--- config.mk ---
export PLATFORM = sky130hd
export DESIGN_NAME = microop_sequencer
export DESIGN_NICKNAME = d
export VERILOG_FILES = /design/src/rtl/microop_sequencer.sv
export SDC_FILE = /design/constraint.sdc
export NUM_CORES = 1
export LEC_CHECK = 0
export ABC_CLOCK_PERIOD_IN_PS = 1400
export CORE_ASPECT_RATIO = 1.1
export CORE_MARGIN = 3
export CORE_UTILIZATION = 40
export DETAILED_ROUTE_END_ITERATION = 10
export PLACE_DENSITY_LB_ADDON = 0.2
export SLEW_MARGIN = 20
export SYNTH_ARGS = -nofsm -noshare
export SYNTH_HDL_FRONTEND = slang
export SYNTH_SLANG_ARGS = --single-unit
--- constraint.sdc ---
create_clock -name clk -period 1.4 [get_ports clk]
set_input_delay 0.28 -clock clk [delete_from_list [all_inputs] [get_ports clk]]
set_output_delay 0.28 -clock clk [all_outputs]
set_load 0.01 [all_outputs]
--- src/rtl/microop_sequencer.sv ---
// Register-file sequencer for the 4-bit logic microoperation unit.
// It accepts a load or a logic op, drives SEL/A/B into the unit, samples F and writes the result back.
module microop_sequencer (
    input  logic       clk,
    input  logic       rst,
    input  logic       cmd_valid,
    output logic       cmd_ready,
    input  logic       cmd_load,
    input  logic [1:0] cmd_op,
    input  logic [1:0] cmd_ra,
    input  logic [1:0] cmd_rb,
    input  logic [1:0] cmd_rd,
    input  logic [3:0] cmd_imm,
    output logic       SEL0,
    output logic       SEL1,
    output logic [3:0] A,
    output logic [3:0] B,
    input  logic [3:0] F,
    output logic [3:0] result,
    output logic       done
);

    typedef enum logic [1:0] {S_IDLE, S_EXEC, S_WB} state_t;

    state_t          state_q, state_d;
    logic [3:0][3:0] rf_q, rf_d;
    logic [1:0]      sel_q, sel_d;
    logic [3:0]      a_q, a_d;
    logic [3:0]      b_q, b_d;
    logic [3:0]      result_q, result_d;
    logic [1:0]      rd_q, rd_d;

    always_comb begin
        state_d  = state_q;
        rf_d     = rf_q;
        sel_d    = sel_q;
        a_d      = a_q;
        b_d      = b_q;
        result_d = result_q;
        rd_d     = rd_q;
        case (state_q)
            S_IDLE: begin
                if (cmd_valid) begin
                    rd_d = cmd_rd;
                    if (cmd_load) begin
                        result_d = cmd_imm;
                        state_d  = S_WB;
                    end else begin
                        // Operands are captured here, so rd may alias ra/rb without a hazard.
                        sel_d   = cmd_op;
                        a_d     = rf_q[cmd_ra];
                        b_d     = rf_q[cmd_rb];
                        state_d = S_EXEC;
                    end
                end
            end
            S_EXEC: begin
                result_d = F;
                state_d  = S_WB;
            end
            S_WB: begin
                rf_d[rd_q] = result_q;
                state_d    = S_IDLE;
            end
            default: state_d = S_IDLE;
        endcase
    end

    always_ff @(posedge clk) begin
        if (rst) begin
            state_q  <= S_IDLE;
            rf_q     <= '0;
            sel_q    <= '0;
            a_q      <= '0;
            b_q      <= '0;
            result_q <= '0;
            rd_q     <= '0;
        end else begin
            state_q  <= state_d;
            rf_q     <= rf_d;
            sel_q    <= sel_d;
            a_q      <= a_d;
            b_q      <= b_d;
            result_q <= result_d;
            rd_q     <= rd_d;
        end
    end

    assign cmd_ready = (state_q == S_IDLE);
    assign done      = (state_q == S_WB);
    assign SEL0      = sel_q[0];
    assign SEL1      = sel_q[1];
    assign A         = a_q;
    assign B         = b_q;
    assign result    = result_q;

endmodule

# [Word level (Yosys, flattened, before mapping)]
# Cells that the tools add are included.
[word_totals] reg_bits=34 latch_bits=0 mem_bits_rw=0 romBits=0 inputBits=20 output_inout_bits=16 word_cells=38 memories=0
[op_classes] addsub=0 multipliers=0 n_div=0 magnitude_cmp=4 eq_ne=4 shift=0 muxes=13 n_bitwise=1 reduce_logical=6
[op_table] operator="2-to-1 mux 4 bit" n=5
[op_table] operator="binary-select mux 4 bit (select 2 bit)" n=2
[op_table] operator="bitwise mux 16 bit" n=1
[op_table] operator="< comparator 2 x 3 -> 1 bit (second input constant)" n=3
[op_table] operator="demux 4 bit (select 2 bit)" n=1
[op_table] operator="case mux 4 bit (2 select lines)" n=1
[op_table] operator="AND reduction 3 bit" n=2
[op_table] operator="2-to-1 mux 2 bit" n=2
[op_table] operator="case mux 2 bit (2 select lines)" n=1
[op_table] operator="equality test 2 x 1 -> 1 bit (second input constant)" n=1
[op_table] operator="equality test 2 bit (second input constant)" n=1
[op_table] operator=">= comparator 2 x 1 -> 1 bit (second input constant)" n=1
[op_table] operator="zero test 2 bit" n=1
[op_table] operator="!= test 2 x 1 -> 1 bit (second input constant)" n=1
[op_table] operator="!= test 2 bit (second input constant)" n=1
[op_table] operator="AND reduction 2 bit" n=1
[op_table] operator="nonzero test 2 bit" n=1
[op_table] operator="logical AND 1 bit" n=1
[op_table] operator="NOT 1 bit" n=1

# [Longest topological paths before layout]
[depth] depth_word=5 ltp_mapped=5 mapped_depth_nobuf=3

# [Worst setup path before layout]
# Ideal clock, no wire load.
[synth_timing] kind="reg-to-reg" from="register state_q[0]" to="register a_q[0] (netlist: A[0])" setup_ns=0.132 arrival_time_ns=1.195 required_time_ns=1.268 path_slack_ns=0.073 stages_incl_launch_ff=6 path_buffers=2 synth_period_minus_slack_ns=1.327 path_cell_list="dfxtp_1 buf_6 or4b_4 buf_6 nand2_1 a21oi_1"
[synth_via] elab_chain_cells=2
[synth_lines] element="start, declared" line="25" source="state_t state_q, state_d;"
[synth_lines] element="start signal, assigned" line="79" source="state_q <= state_d;"
[synth_lines] element="zero test 2 bit" line="41" source="case (state_q)"
[synth_lines] element="AND reduction 3 bit (no source line)"
[synth_lines] element="end signal, assigned" line="74" source="a_q <= '0;"
[synth_lines] element="end signal, assigned" line="82" source="a_q <= a_d;"
[synth_lines] element="end, declared" line="28" source="logic [3:0] a_q, a_d;"
# No other way between the ends.
# A chain may end at the register's enable or synchronous reset.

# [Worst setup path after layout]
[layout_timing] from="register state_q[0]" to="register result_q[1] (netlist: result[1])"
[layout_via] elab_chain_cells=3 word_cells_on_any_way=7 cone_classes="eq/ne (3); mux (1); reduce/logical (3)"
[layout_lines] element="zero test 2 bit / equality test 2 x 1 -> 1 bit (equally long branches)" line="41"
[layout_lines] element="!= test 2 x 1 -> 1 bit (no source line) (tied with other cells)"
[layout_lines] element="AND reduction 3 bit (no source line)"
[layout_lines] element="end signal, assigned" line="84" source="result_q <= result_d;"
[layout_lines] element="end, declared" line="30" source="logic [3:0] result_q, result_d;"
# Several ways; a longest one is shown, not always the timed one.

==> results.md <==
- Global Route Usage Sum: 18.2%
- Chip height: 71.3 um
- Hold Vio Cnt, Final: 0
- Worst slack, placed: -0.410 ns
- Post-synth EDFFs: 0
- Worst Path Buf+Inv: 2
- Count of pins over their slew limit: 0
- Via count: 1329
- Cell Area, Synth: 1550 sq um
- Power Dens Cells: roughly 940 nW/um^2
- Relative slew slack: 68.1%
- Critical-path top delay cell: dfxtp_4
- Share of layout cells above drive strength 1: 26.3%
- Switching fraction of total power: 25.8%
- Slew @ Worst Pin: 0.478 ns
- Reg-to-Reg End: result[1]$_SDFFE_PP0P_
- Crit-path max FO: 7
- Pleak: between 0.9 and 1 nW
- NetSw: roughly 0.54 mW
- 1st-pass router iterations: 4
- Arr. time, crit path: 1.58 ns
- H-tree depth: 2
- Ports: 36
- RR Startpoint: state_q[0]$_SDFFE_PP0P_
- Failing checks: setup timing
- Main combinational cell family by area after synthesis: multiplexers
- Part of the power in combinational logic: 15.1%
- Skew-Pair Late Insertion Delay: 0.30 ns
- Number of stages on the worst setup path: 5
- #FFs+latches synth: 34
- Maximum clock rate: 712 MHz
- Average wire per standard cell: 15.5 um
- Post-synth top cells: dfxtp_1 (34), nor2_1 (21), nand2_1 (20), mux2i_1 (18), a21oi_1 (15)
- Int Power: 1.56 mW
- CP Class: reg2reg
- Antenna violations before repair: 0
- GR peak layer: met2
- Sequential power share: slightly below 50%
- TritonCTS clock tree: yes
- Critical Path Max Stage Delay: 0.38 ns
- DRC viols: 0
- Register-to-register setup slack: -0.005 ns
- CP Capture Point: result[1]$_SDFFE_PP0P_
- Post-Syn Instances: 149
- Hold buffer count at cts: 0
- Worst vdd ir: 757 uV
- CTS Buf Count: 5
- Initial core utilization: 42.1%
- Top cells by area, synth: dfxtp_1 (44%), mux2i_1 (12%), mux4_2 (12%)
- Clock Tree Root: clkbuf_8
- First-pass GRT wire length: 6480 um
- Synth Area in Compound Gates: under 10%
- Worst-path clk slew: ~0.080 ns
- Clk buf depth: 2
- Post-synth ARST share: 0%
- Hold Crit Class: in2reg
- HPWL Detailed: approximately 3000 um
- Syn avg cell area: roughly 10 sq um
- CP startpoint: state_q[0]$_SDFFE_PP0P_
- Fin Setup TNS: -0.00541 ns
- Final ANT Viol Nets: 0
- Mux share of post-synthesis cell area: 23.2%
- Share of the synthesized area in the top cell type: 43.9%
- Synth unique cells: 21
- Crit path capture type: flop
- Clock power frac: 36.8%
- Die Wd: between 60 and 70 um
- Max-cap viol count: 0
- DRT iter0 DRCs: 78
- CP Launch Type: flop
- ANT cells: 0
- Site Rows: 23
- Top FF cell, synth: dfxtp_1
- P&R area growth vs syn: 43.8%
- Final Setup Violations: 1
- Min Tclk post-route: 1.41 ns
- Pin count of the biggest net entering global routing: 16
- Worst path cell trace: clkbuf_2 > and3b_1 > a2111oi_2 > buf_4 > nor3_1
- Synth Area in XOR/XNOR: 0%
- RSZ-0062 raised after global routing: true
- Global-route met1 utilization: 23.0%
- Status: complete, but fails checks
- CP top delay family: flip-flops
- Ys Warns: 0
- IO Port Bufs: 35
- Critical Path RT: 1.57 ns
- WL final: 4010 um
- Vias per inst: around 5.1
- Simple-gate share of the synthesized area: between 20 and 25%
- RePlAce Congestion: 0.771
- Adder-Cell Fraction of Synth Area: 0%
- Worst reg2reg path depth: 5
- Met3 GRT Util: approximately 6.3%
- GR Util met2: 29.5%
- Clock sink count: 34
- Mapped Nets: roughly 170
- Final Skew: 0.00884 ns
- Post-layout nets: 228
- Register area share after synthesis: a little over two fifths
- Die footprint: 4660 sq um
- Core Region: approximately 3700 sq um
- Most frequent cell after synthesis: dfxtp_1
- Remaining global-route overflow: 0
- Setup ws final: -0.00541 ns
- Tcrit/Tclk final: 100%
- Number of global-route vias before repair: 1349
- Synth area leader: dfxtp_1
-- power by group through the flow --
stage	sequential [mW]	clock (mW)	combinational [mW]
3_3_place_gp	1.03	0	0.304
5_1_grt	1.02	0.831	0.343
6_report	1.01	0.774	0.318
3_5_place_dp	1.04	0	0.308
2_1_floorplan	1.04	0	0.124
4_1_cts	1.01	0.788	0.306
-- sequential cells by signal, summed over array words and instances, names as in the netlist --
| register | cells |
|---|---|
| A | 4 |
| B | 4 |
| rd_q | 2 |
| result | 4 |
| rf_q | 16 |
| sel_q | 2 |
| state_q | 2 |
-- stage by stage --
stage | hold WS, ns | utilization (%) | area (sq um) | total power [mW] | instances
floorplan | 0.416 | - | 1550 | 1.17 | 149
global placement | 0.443 | 56.4 | 2080 | 1.34 | 248
detailed placement | 0.448 | 56.4 | 2080 | 1.34 | 248
CTS | 0.456 | 59.0 | 2170 | 2.11 | 256
global route | 0.467 | 60.6 | 2230 | 2.19 | 259
finish | 0.441 | 60.6 | 2230 | 2.11 | 259
-- cells in the final DEF, fill, tap and decap left out, drive strengths merged --
cell type | netlist | final
nor4bb | 1 | 1
nor4b | 2 | 2
or4b | 1 | 2
and3b | 4 | 4
inv | 2 | 2
clkbuf | 6 | 8
clkdlybuf4s50 | 0 | 15
nor3b | 1 | 1
a21oi | 15 | 15
a2111oi | 4 | 4
buf | 4 | 25
and4bb | 1 | 1
dfxtp | 34 | 34
dlymetal6s2s | 0 | 3
clkinv | 0 | 1
nor3 | 5 | 5
clkinvlp | 0 | 1
mux4 | 8 | 8
nand2 | 20 | 20
dlygate4sd2 | 0 | 15
mux2i | 18 | 18
a21o | 1 | 1
nor2 | 21 | 21
clkdlybuf4s15 | 0 | 1
nand4b | 1 | 1
-- worst register-to-register path, cell delays in order (launching register included) --
cell and delay, ns:
dfxtp_4 0.38, clkbuf_2 0.15, and3b_1 0.20, a2111oi_2 0.34
buf_4 0.17, nor3_1 0.04
-- cell type report --
| cell class | count | area [sq um] |
|---|---|---|
| inverters | 2 | 7.51 |
| fillers | 354 | 1450 |
| clock buffers | 6 | 82.6 |
| well taps | 50 | 62.6 |
| clock inverters | 2 | 12.5 |
| flip-flops and latches | 34 | 687 |
| multi-input cells | 104 | 841 |
| repair buffers | 61 | 538 |
-- layer usage --
metal  up-vias  part of all wire (%)
met2        29                    51
met3         6                   4.5
li1        654                     -
met5         -                     0
met1       640                    43
met4         0                   1.3
-- worst min-delay path by stage --
stage | startpoint | end | slack (ns) | cells past startpoint
after CTS | B[2]$_SDFFE_PP0P_ | B[2]$_SDFFE_PP0P_ | 0.46 | 2
after global routing | cmd_load | state_q[0]$_SDFFE_PP0P_ | 0.47 | 4
after detailed placement | B[2]$_SDFFE_PP0P_ | B[2]$_SDFFE_PP0P_ | 0.45 | 2
after global placement | sel_q[1]$_SDFFE_PP0P_ | sel_q[1]$_SDFFE_PP0P_ | 0.44 | 2
final | cmd_load | state_q[0]$_SDFFE_PP0P_ | 0.44 | 4
after floorplan | cmd_op[0] | sel_q[0]$_SDFFE_PP0P_ | 0.42 | 2
-- logic make-up after synthesis --
group,Yosys count
AO/OA/AOI/OAI,20
buffers and inverters,12
flip-flops,34
multiplexers,26
AND/OR/NAND/NOR,57
-- repair_timing --
item	CTS	global route
endpoints found under the hold margin	0	0
pin swaps	0	1
buffers inserted	0	1
gates cloned	0	2
setup endpoints to repair	26	26
gates resized for setup	27	13
Note: power is estimated with default switching activity, not from simulation.
